`config.mk`:
```
export PLATFORM = sky130hd
export DESIGN_NAME = imem_sync
export DESIGN_NICKNAME = d
export VERILOG_FILES = /design/src/rtl/imem_sync.sv
export SDC_FILE = /design/constraint.sdc
export NUM_CORES = 2
export LEC_CHECK = 0
export ABC_CLOCK_PERIOD_IN_PS = 6100
export CAP_MARGIN = 20
export CORE_MARGIN = 3
export CORE_UTILIZATION = 25
export CTS_BUF_LIST = sky130_fd_sc_hd__clkbuf_16
export DETAILED_ROUTE_END_ITERATION = 8
export GPL_TIMING_DRIVEN = 0
export PLACE_DENSITY_LB_ADDON = 0.05
export REMOVE_ABC_BUFFERS = 1
export SLEW_MARGIN = 20
export SYNTH_ARGS = -nofsm -noshare
export SYNTH_HDL_FRONTEND = slang
export SYNTH_SLANG_ARGS = --single-unit
```
`constraint.sdc`:
```
create_clock -name clk -period 6.1 [get_ports clk]
set_input_delay 1.83 -clock clk [delete_from_list [all_inputs] [get_ports clk]]
set_output_delay 1.83 -clock clk [all_outputs]
set_load 0.02 [all_outputs]
```
`src/rtl/imem_sync.sv`:
```
// Purpose : registered instruction memory with stall/flush fetch port and a sequential boot-load port.
// Latency : 1 cycle from pc/fetch_en sample to instr; load writes land on the accepting edge.
// Backpr. : stall holds the fetch outputs, flush kills them; load port is never backpressured (busy reports LOAD).
// Optional: define IMEM_BOUND_CHECK_EN to register addr_fault on out-of-range fetches (else tied 0).
`timescale 1ns/1ps

module imem_sync #(
    parameter int          DEPTH    = 128,
    parameter int          ADDR_W   = 10,
    parameter logic [31:0] NOP_WORD = 32'h0000_0000
) (
    input  logic              clk,
    input  logic              rst,
    input  logic              fetch_en,
    input  logic              stall,
    input  logic              flush,
    input  logic [31:0]       pc,
    output logic [31:0]       instr,
    output logic              instr_valid,
    output logic              misalign,
    output logic              addr_fault,
    input  logic              load_start,
    input  logic              load_valid,
    input  logic [31:0]       load_data,
    input  logic              load_last,
    output logic              busy,
    output logic [ADDR_W:0]   load_count
);

    // Physical index width of the array; the upper idx bits only matter for the range test.
    localparam int            MEM_AW  = (DEPTH > 1) ? $clog2(DEPTH) : 1;
    localparam logic [ADDR_W:0] DEPTH_W = (ADDR_W + 1)'(DEPTH);
    localparam logic [ADDR_W:0] ONE_W   = (ADDR_W + 1)'(1);

    typedef enum logic {
        RUN  = 1'b0,
        LOAD = 1'b1
    } state_t;

    state_t            state;
    state_t            state_nxt;
    // The write pointer and the word count advance in lockstep, so one register serves both.
    logic [ADDR_W:0]   wp;
    logic [ADDR_W:0]   wp_nxt;
    logic              wr_en;

    logic [31:0]       mem [DEPTH];

    logic [ADDR_W-1:0] idx;
    logic              in_range;
    logic [31:0]       rd_word;

    assign idx        = pc[ADDR_W+1:2];
    assign in_range   = ({1'b0, idx} < DEPTH_W);
    // Only consumed when in_range, so the truncated index never selects a missing word.
    assign rd_word    = mem[idx[MEM_AW-1:0]];
    assign busy       = (state == LOAD);
    assign load_count = wp;

    // pc bits above the index field are deliberately ignored.
    generate
        if (ADDR_W + 2 <= 31) begin : g_pc_hi
            logic unused_pc_hi;
            assign unused_pc_hi = ^pc[31:ADDR_W+2];
        end
    endgenerate

    // Load sequencing: restart on load_start, accept words until last or the array is full.
    always_comb begin
        state_nxt = state;
        wp_nxt    = wp;
        wr_en     = 1'b0;
        case (state)
            RUN: begin
                if (load_start) begin
                    state_nxt = LOAD;
                    wp_nxt    = '0;
                end
            end
            LOAD: begin
                if (load_start) begin
                    wp_nxt = '0;
                end else if (load_valid && (wp < DEPTH_W)) begin
                    wr_en  = 1'b1;
                    wp_nxt = wp + ONE_W;
                    if (load_last || (wp_nxt == DEPTH_W)) begin
                        state_nxt = RUN;
                    end
                end
            end
            default: state_nxt = RUN;
        endcase
    end

    // State and write pointer; reset aborts any load in progress.
    always_ff @(posedge clk or posedge rst) begin
        if (rst) begin
            state <= RUN;
            wp    <= '0;
        end else begin
            state <= state_nxt;
            wp    <= wp_nxt;
        end
    end

    // Array write port; contents survive reset so a loaded program stays resident.
    always_ff @(posedge clk) begin
        if (wr_en) begin
            mem[wp[MEM_AW-1:0]] <= load_data;
        end
    end

    // Fetch output register: flush > (LOAD idles the port) > stall > fetch > idle.
    always_ff @(posedge clk or posedge rst) begin
        if (rst) begin
            instr       <= NOP_WORD;
            instr_valid <= 1'b0;
            misalign    <= 1'b0;
        end else if (flush) begin
            instr       <= NOP_WORD;
            instr_valid <= 1'b0;
            misalign    <= 1'b0;
        end else if (state == LOAD) begin
            instr       <= NOP_WORD;
            instr_valid <= 1'b0;
        end else if (stall) begin
            instr       <= instr;
            instr_valid <= instr_valid;
            misalign    <= misalign;
        end else if (fetch_en) begin
            instr       <= in_range ? rd_word : NOP_WORD;
            instr_valid <= 1'b1;
            misalign    <= (pc[1:0] != 2'b00);
        end else begin
            instr       <= NOP_WORD;
            instr_valid <= 1'b0;
        end
    end

`ifdef IMEM_BOUND_CHECK_EN
    logic fault_q;

    // Fault flag follows the presented word: set by an out-of-range fetch, cleared by flush or a good fetch.
    always_ff @(posedge clk or posedge rst) begin
        if (rst) begin
            fault_q <= 1'b0;
        end else if (flush) begin
            fault_q <= 1'b0;
        end else if ((state == RUN) && !stall && fetch_en) begin
            fault_q <= !in_range;
        end
    end

    assign addr_fault = fault_q;
`else
    assign addr_fault = 1'b0;
`endif

endmodule

```
==> results.md <==
STA:
- The worst-case clock skew is about 0.037 ns.
- The worst setup margin is 0.136 ns.
- The final worst-path cycle share is 97.8%.
- The post-layout minimum cycle time is between 5 and 6 ns.
- Static timing analysis puts the maximum clock frequency at roughly 0.17 GHz.
- The transition time at the pin with the least slew margin is about 1.2 ns.
- Setup repair after global routing left no endpoint under its margin.
- The number of endpoints with negative hold slack in the final report came to 0.
- Measured against its own limit, the worst slew margin works out to between 10% and 20%.
- Setup violations remaining at the end of the flow were counted as 0.
- The max-slew violation count came to 0.

Detailed routing:
- In this run, the number of DRC markers left after iteration 0 of detailed routing was 6599.
- After detailed routing, the number of remaining DRC violations is 0.
- The detailed-router iteration count before antenna repair is 8.
- Summed over all layers, the routed wires come to about 560000 um.
- After detailed routing, the number of vias per cell comes to about 4.7.
- The number of nets with antenna violations after detailed routing is 0.
- The detailed-route wire length per cell is 32.7 um.
- The number of vias in the routed layout is between 70000 and 80000.

Power and ir drop:
- Of the total power, the clock network draws 45.7%.
- IR analysis of the VDD net gives a maximum drop of between 0.2 and 0.3 mV.
- The net switching fraction of the power is about 22%.
- The internal portion of total power is slightly below 50 mW.
- The share of total power dissipated in combinational logic is approximately 4.3%.
- For this design the total switching power over the nets is between 10 and 15 mW.
- Power spread over the standard cell area amounts to between 300 and 400 mW/mm2.
- The part of the power in registers is roughly 50%.
- The static power due to leakage is just over 60 nW.
- Total power for the finished layout comes to ~63 mW.

Floorplanning:
- The total I/O pin count is between 100 and 150.
- The floorplan step set the die width to roughly 800 um.
- In this run the vertical extent of the chip is 803 um.
- The die covers roughly 0.64 mm2.
- The floorplan step defined a core boundary enclosing approximately 0.63 mm2.
- For this configuration, the core starts out at a cell density of 25.1%.
- The number of core rows is 292.

Final layout:
- Cells with a size suffix above 1 make up between 20% and 30% of the layout.
- The final standard cell area without fillers is ~0.20 mm2.
- Relative to the synthesized area, the layout overhead comes to 23.1%.
- The filler cells instantiated in the layout total 60801.
- The net total in the final layout is roughly 8300.
- The end-of-flow core utilization is about 31%.
- The number of standard cells in the final layout excluding fillers is ~17000.

Worst setup path:
- The cell at the slowest stage of the critical path is sky130_fd_sc_hd__a221oi_1.
- Setup slack on the worst reg-to-reg path comes out at between 1 and 1.5 ns.
- The required time of the critical path is 6.97 ns.
- The sort of element at the end of the critical path is a flop.
- Walking the worst path, the cells encountered are buf_16 -> buf_16 -> buf_16 -> buf_16 -> buf_16 -> buf_16 -> mux4_2 -> a22o_1 -> a221oi_1 -> a31oi_1 -> a21oi_2 -> buf_6 -> nand4_1.
- The most frequent cell on the critical path is sky130_fd_sc_hd__buf_16.
- By startpoint and endpoint, the worst setup path is classified as input pin to flop.
- STA puts the critical path data arrival time at just under 7 ns.
- The largest stage delay on the critical path is between 0.5 and 0.6 ns.
- The logic depth of the worst register-to-register path is 6.
- The category of cells accounting for the largest share of critical-path delay is buffers and inverters.
- Along the worst path, the maximum fanout reaches between 90 and 100.
- The endpoint of the most critical register-to-register path is mem[37][2].
- STA classifies the critical path startpoint as an input pin.
- The startpoint identified for the worst register-to-register timing path is busy.
- Counting both buffers and inverters, the worst setup path holds a total of 7.

CTS:
- The clock-pin slew on the worst setup and hold paths is ~0.060 ns.
- The clock net sink count is 4142.
- For the worst-skew pair, the clock arrives at the later sink with an insertion delay of approximately 1.0 ns.
- The CTS tree is built.
- The root buffer selected by CTS is sky130_fd_sc_hd__clkbuf_16.
- The post-cts resize count is 7.
- The number of buffers created by CTS is 520.
- After clock tree synthesis, the flow added hold-fix buffers numbering 0.
- Post-CTS timing repair inserted 0 buffers for setup.
- The H-tree was split into 6 levels.
- The clock tree buffer depth is 4.

Synthesis:
- After Yosys synthesis, and, or, nand and nor cells account for roughly 1.9% of the synthesized area.
- The mux contribution to synthesized area is between 10 and 15%.
- The post-synthesis cell type count is 70.
- The number of enable-type register cells in the synthesized netlist is 4096.
- Summing the areas of all fa, ha and maj instances in the mapped netlist gives less than 1% of the synthesized area.
- The synthesis-stage register bit count is 4142.
- Of all flip-flops after synthesis, the portion carrying an async set or reset was 1.11%.
- The most used flip-flop cell after synthesis is sky130_fd_sc_hd__edfxtp_1.
- The synthesized area per cell is between 20 and 25 um2.
- Yosys printed 0 warnings.
- Summing the sequential cell areas from Yosys gives 78.2% of the chip area.
- After synthesis, the largest family of logic cells by area is multiplexers.
- The post-synthesis instance total is approximately 7600.
- In this run the cell area of the synthesized design comes to roughly 0.16 mm2.
- The xor-xnor portion of the synthesized cell area is less than 1%.
- The area fraction in compound gates after synthesis is slightly below 4%.

Placement:
- The area of placed instances is between 0.15 and 0.2 mm2.
- Before CTS, the worst setup slack after placement is -1.88 ns.
- The placer's final routability congestion estimate is roughly 0.7.
- In this run the tool buffered the top-level ports with 97 buffer cells.
- The number of instances in the placed design is about 16000.
- The final HPWL from detailed placement is roughly 370000 um.

Status:
- The run finished with clean final reports.

Hold path:
- Along the worst hold path, the cell count comes to 2.
- The startpoint identified for the worst hold timing path is instr_valid.
- The tightest min-delay check is of the flop to flop type.
- The end point of the worst hold path is instr_valid.

Global route:
- For this run, the total global-route usage over all layers was measured as 16.9%.
- The first-pass GRT wire length is between 700000 and 800000 um.
- Entering global routing, the biggest net connects a little over 100 pins.
- The overall overflow remaining after global route is 0.
- The initial antenna violation count is 32.
- The number of global-route vias before repair is approximately 84000.

Flow run:
- The number of maximum-capacitance constraint violations is 0.
[worst register-to-register path, cell delays in order (launching register included)]
cell and delay, ns:
sky130_fd_sc_hd__dfrtp_2 0.68, sky130_fd_sc_hd__nand4_1 0.93, sky130_fd_sc_hd__nor3b_1 1.14, sky130_fd_sc_hd__nand2_4 0.64, sky130_fd_sc_hd__nor2_4 0.81, sky130_fd_sc_hd__buf_12 0.28
sky130_fd_sc_hd__buf_16 0.19
[sequential cells by signal, indices dropped and copies added, names as in the netlist]
signal / count
load_count: 11
instr: 32
mem: 4096
instr_valid: 1
busy: 1
misalign: 1
[per-layer routing]
layer  global-route usage, %  vias up  share of wire [%]
met5                       0        -             0.0023
met4                    3.12        2                1.8
met3                    2.52      574                4.2
met2                    28.1     1559                 48
met1                    23.6    43772                 46
li1                        -    33209                  -
[power by group through the flow]
stage	registers, mW	logic (mW)	clock network (mW)
3_3_place_gp	32.1	7.28	0
2_1_floorplan	31.9	0.935	0
6_report	31.3	2.69	28.6
4_1_cts	31.3	2.80	29.7
3_5_place_dp	31.9	2.78	0
5_1_grt	31.3	2.89	30.8
[cells by family after synthesis]
family / after synthesis
AOI/OAI and AO/OA: 867
other: 1
muxes: 1454
buffers and inverters: 446
and+or+nand+nor: 634
adders and majority gates: 1
xor gates and xnor gates: 6
DFF: 4142
[layout by cell type (no fill, tap or decap), types with 36 or more instances in the layout]
cell type,count
sky130_fd_sc_hd__a22oi_1,277
sky130_fd_sc_hd__clkbuf_16,533
sky130_fd_sc_hd__mux2_2,70
sky130_fd_sc_hd__dfrtp_1,45
sky130_fd_sc_hd__buf_6,65
sky130_fd_sc_hd__mux2i_1,735
sky130_fd_sc_hd__nor2_1,71
sky130_fd_sc_hd__buf_12,184
sky130_fd_sc_hd__buf_16,202
sky130_fd_sc_hd__clkinv_1,125
sky130_fd_sc_hd__nor2b_1,36
sky130_fd_sc_hd__clkdlybuf4s50_1,58
sky130_fd_sc_hd__o21ai_0,64
sky130_fd_sc_hd__clkinv_2,49
sky130_fd_sc_hd__inv_1,142
sky130_fd_sc_hd__nor2_4,132
sky130_fd_sc_hd__a22o_1,43
sky130_fd_sc_hd__edfxtp_1,4096
sky130_fd_sc_hd__o22ai_1,162
sky130_fd_sc_hd__nand3_1,130
sky130_fd_sc_hd__nand2_1,115
sky130_fd_sc_hd__a21oi_1,78
sky130_fd_sc_hd__mux4_2,649
sky130_fd_sc_hd__a31oi_1,40
[cell usage after synthesis, types with 4 or more instances]
master	instances	area [um2]
sky130_fd_sc_hd__edfxtp_1	4096	123000
sky130_fd_sc_hd__mux2i_1	735	7360
sky130_fd_sc_hd__mux4_2	649	14600
sky130_fd_sc_hd__a22oi_1	278	2090
sky130_fd_sc_hd__nor2_1	203	762
sky130_fd_sc_hd__o22ai_1	162	1010
sky130_fd_sc_hd__clkbuf_1	157	589
sky130_fd_sc_hd__nand3_1	133	666
sky130_fd_sc_hd__nand2_1	125	469
sky130_fd_sc_hd__buf_2	101	505
sky130_fd_sc_hd__buf_4	100	751
sky130_fd_sc_hd__a21oi_1	94	470
sky130_fd_sc_hd__mux2_2	70	788
sky130_fd_sc_hd__o21ai_0	64	320
sky130_fd_sc_hd__buf_6	63	709
sky130_fd_sc_hd__a31oi_1	48	300
sky130_fd_sc_hd__dfrtp_1	46	1150
sky130_fd_sc_hd__a22o_1	43	377
sky130_fd_sc_hd__nor2b_1	40	250
sky130_fd_sc_hd__o221ai_1	33	289
sky130_fd_sc_hd__nor3_1	29	145
sky130_fd_sc_hd__or4_1	26	195
sky130_fd_sc_hd__a221oi_1	23	201
sky130_fd_sc_hd__a221o_1	22	220
sky130_fd_sc_hd__o31ai_1	22	165
sky130_fd_sc_hd__o21ai_1	21	105
sky130_fd_sc_hd__buf_1	18	67.6
sky130_fd_sc_hd__nand4_1	18	113
sky130_fd_sc_hd__nor4_1	13	81.3
sky130_fd_sc_hd__a221oi_2	11	165
sky130_fd_sc_hd__a311oi_1	11	96.3
sky130_fd_sc_hd__nand4b_1	6	52.6
sky130_fd_sc_hd__o2bb2ai_1	6	52.6
sky130_fd_sc_hd__a211oi_1	5	37.5
sky130_fd_sc_hd__or3_1	5	31.3
sky130_fd_sc_hd__and4b_1	4	40.0
sky130_fd_sc_hd__inv_1	4	15.0
sky130_fd_sc_hd__nand2b_1	4	25.0
sky130_fd_sc_hd__nand3b_1	4	30.0
sky130_fd_sc_hd__nor3b_1	4	30.0
sky130_fd_sc_hd__o32ai_1	4	35.0
sky130_fd_sc_hd__o41ai_1	4	35.0
sky130_fd_sc_hd__xor2_1	4	35.0
[worst max-delay path by stage]
| stage | end | cells after the start | startpoint | slack [ns] |
|---|---|---|---|---|
| after CTS | instr[17] | 13 | pc[3] | 0.13 |
| after floorplan | instr[22] | 6 | pc[2] | 0.11 |
| after global placement | instr[16] | 7 | pc[2] | -182.66 |
| final | instr[17] | 13 | pc[3] | 0.14 |
| after global routing | instr[17] | 13 | pc[3] | 0.02 |
| after detailed placement | instr[9] | 10 | pc[2] | -1.88 |
[stage by stage]
step | hold slack (ns) | setup TNS [ns]
final | 0.553 | 0
after global routing | 0.595 | 0
after CTS | 0.561 | 0
after detailed placement | 0.550 | -247.05
after global placement | 0.543 | -
after floorplan | 0.610 | 0
[area by class of cell]
| type | count | area [um2] | area share (%) |
|---|---|---|---|
| multi-input cells | 2963 | 33800 | 17.3 |
| clock buffers | 533 | 13300 | 6.82 |
| inverters | 5 | 31.3 | 0.0160 |
| well taps | 8379 | 10500 | 5.36 |
| clock inverters | 381 | 2400 | 1.23 |
| repair buffers | 574 | 11300 | 5.80 |
| diodes | 21 | 52.6 | 0.0269 |
| flip-flops and latches | 4142 | 124000 | 63.5 |
Note: power is estimated with default switching activity, not from simulation.
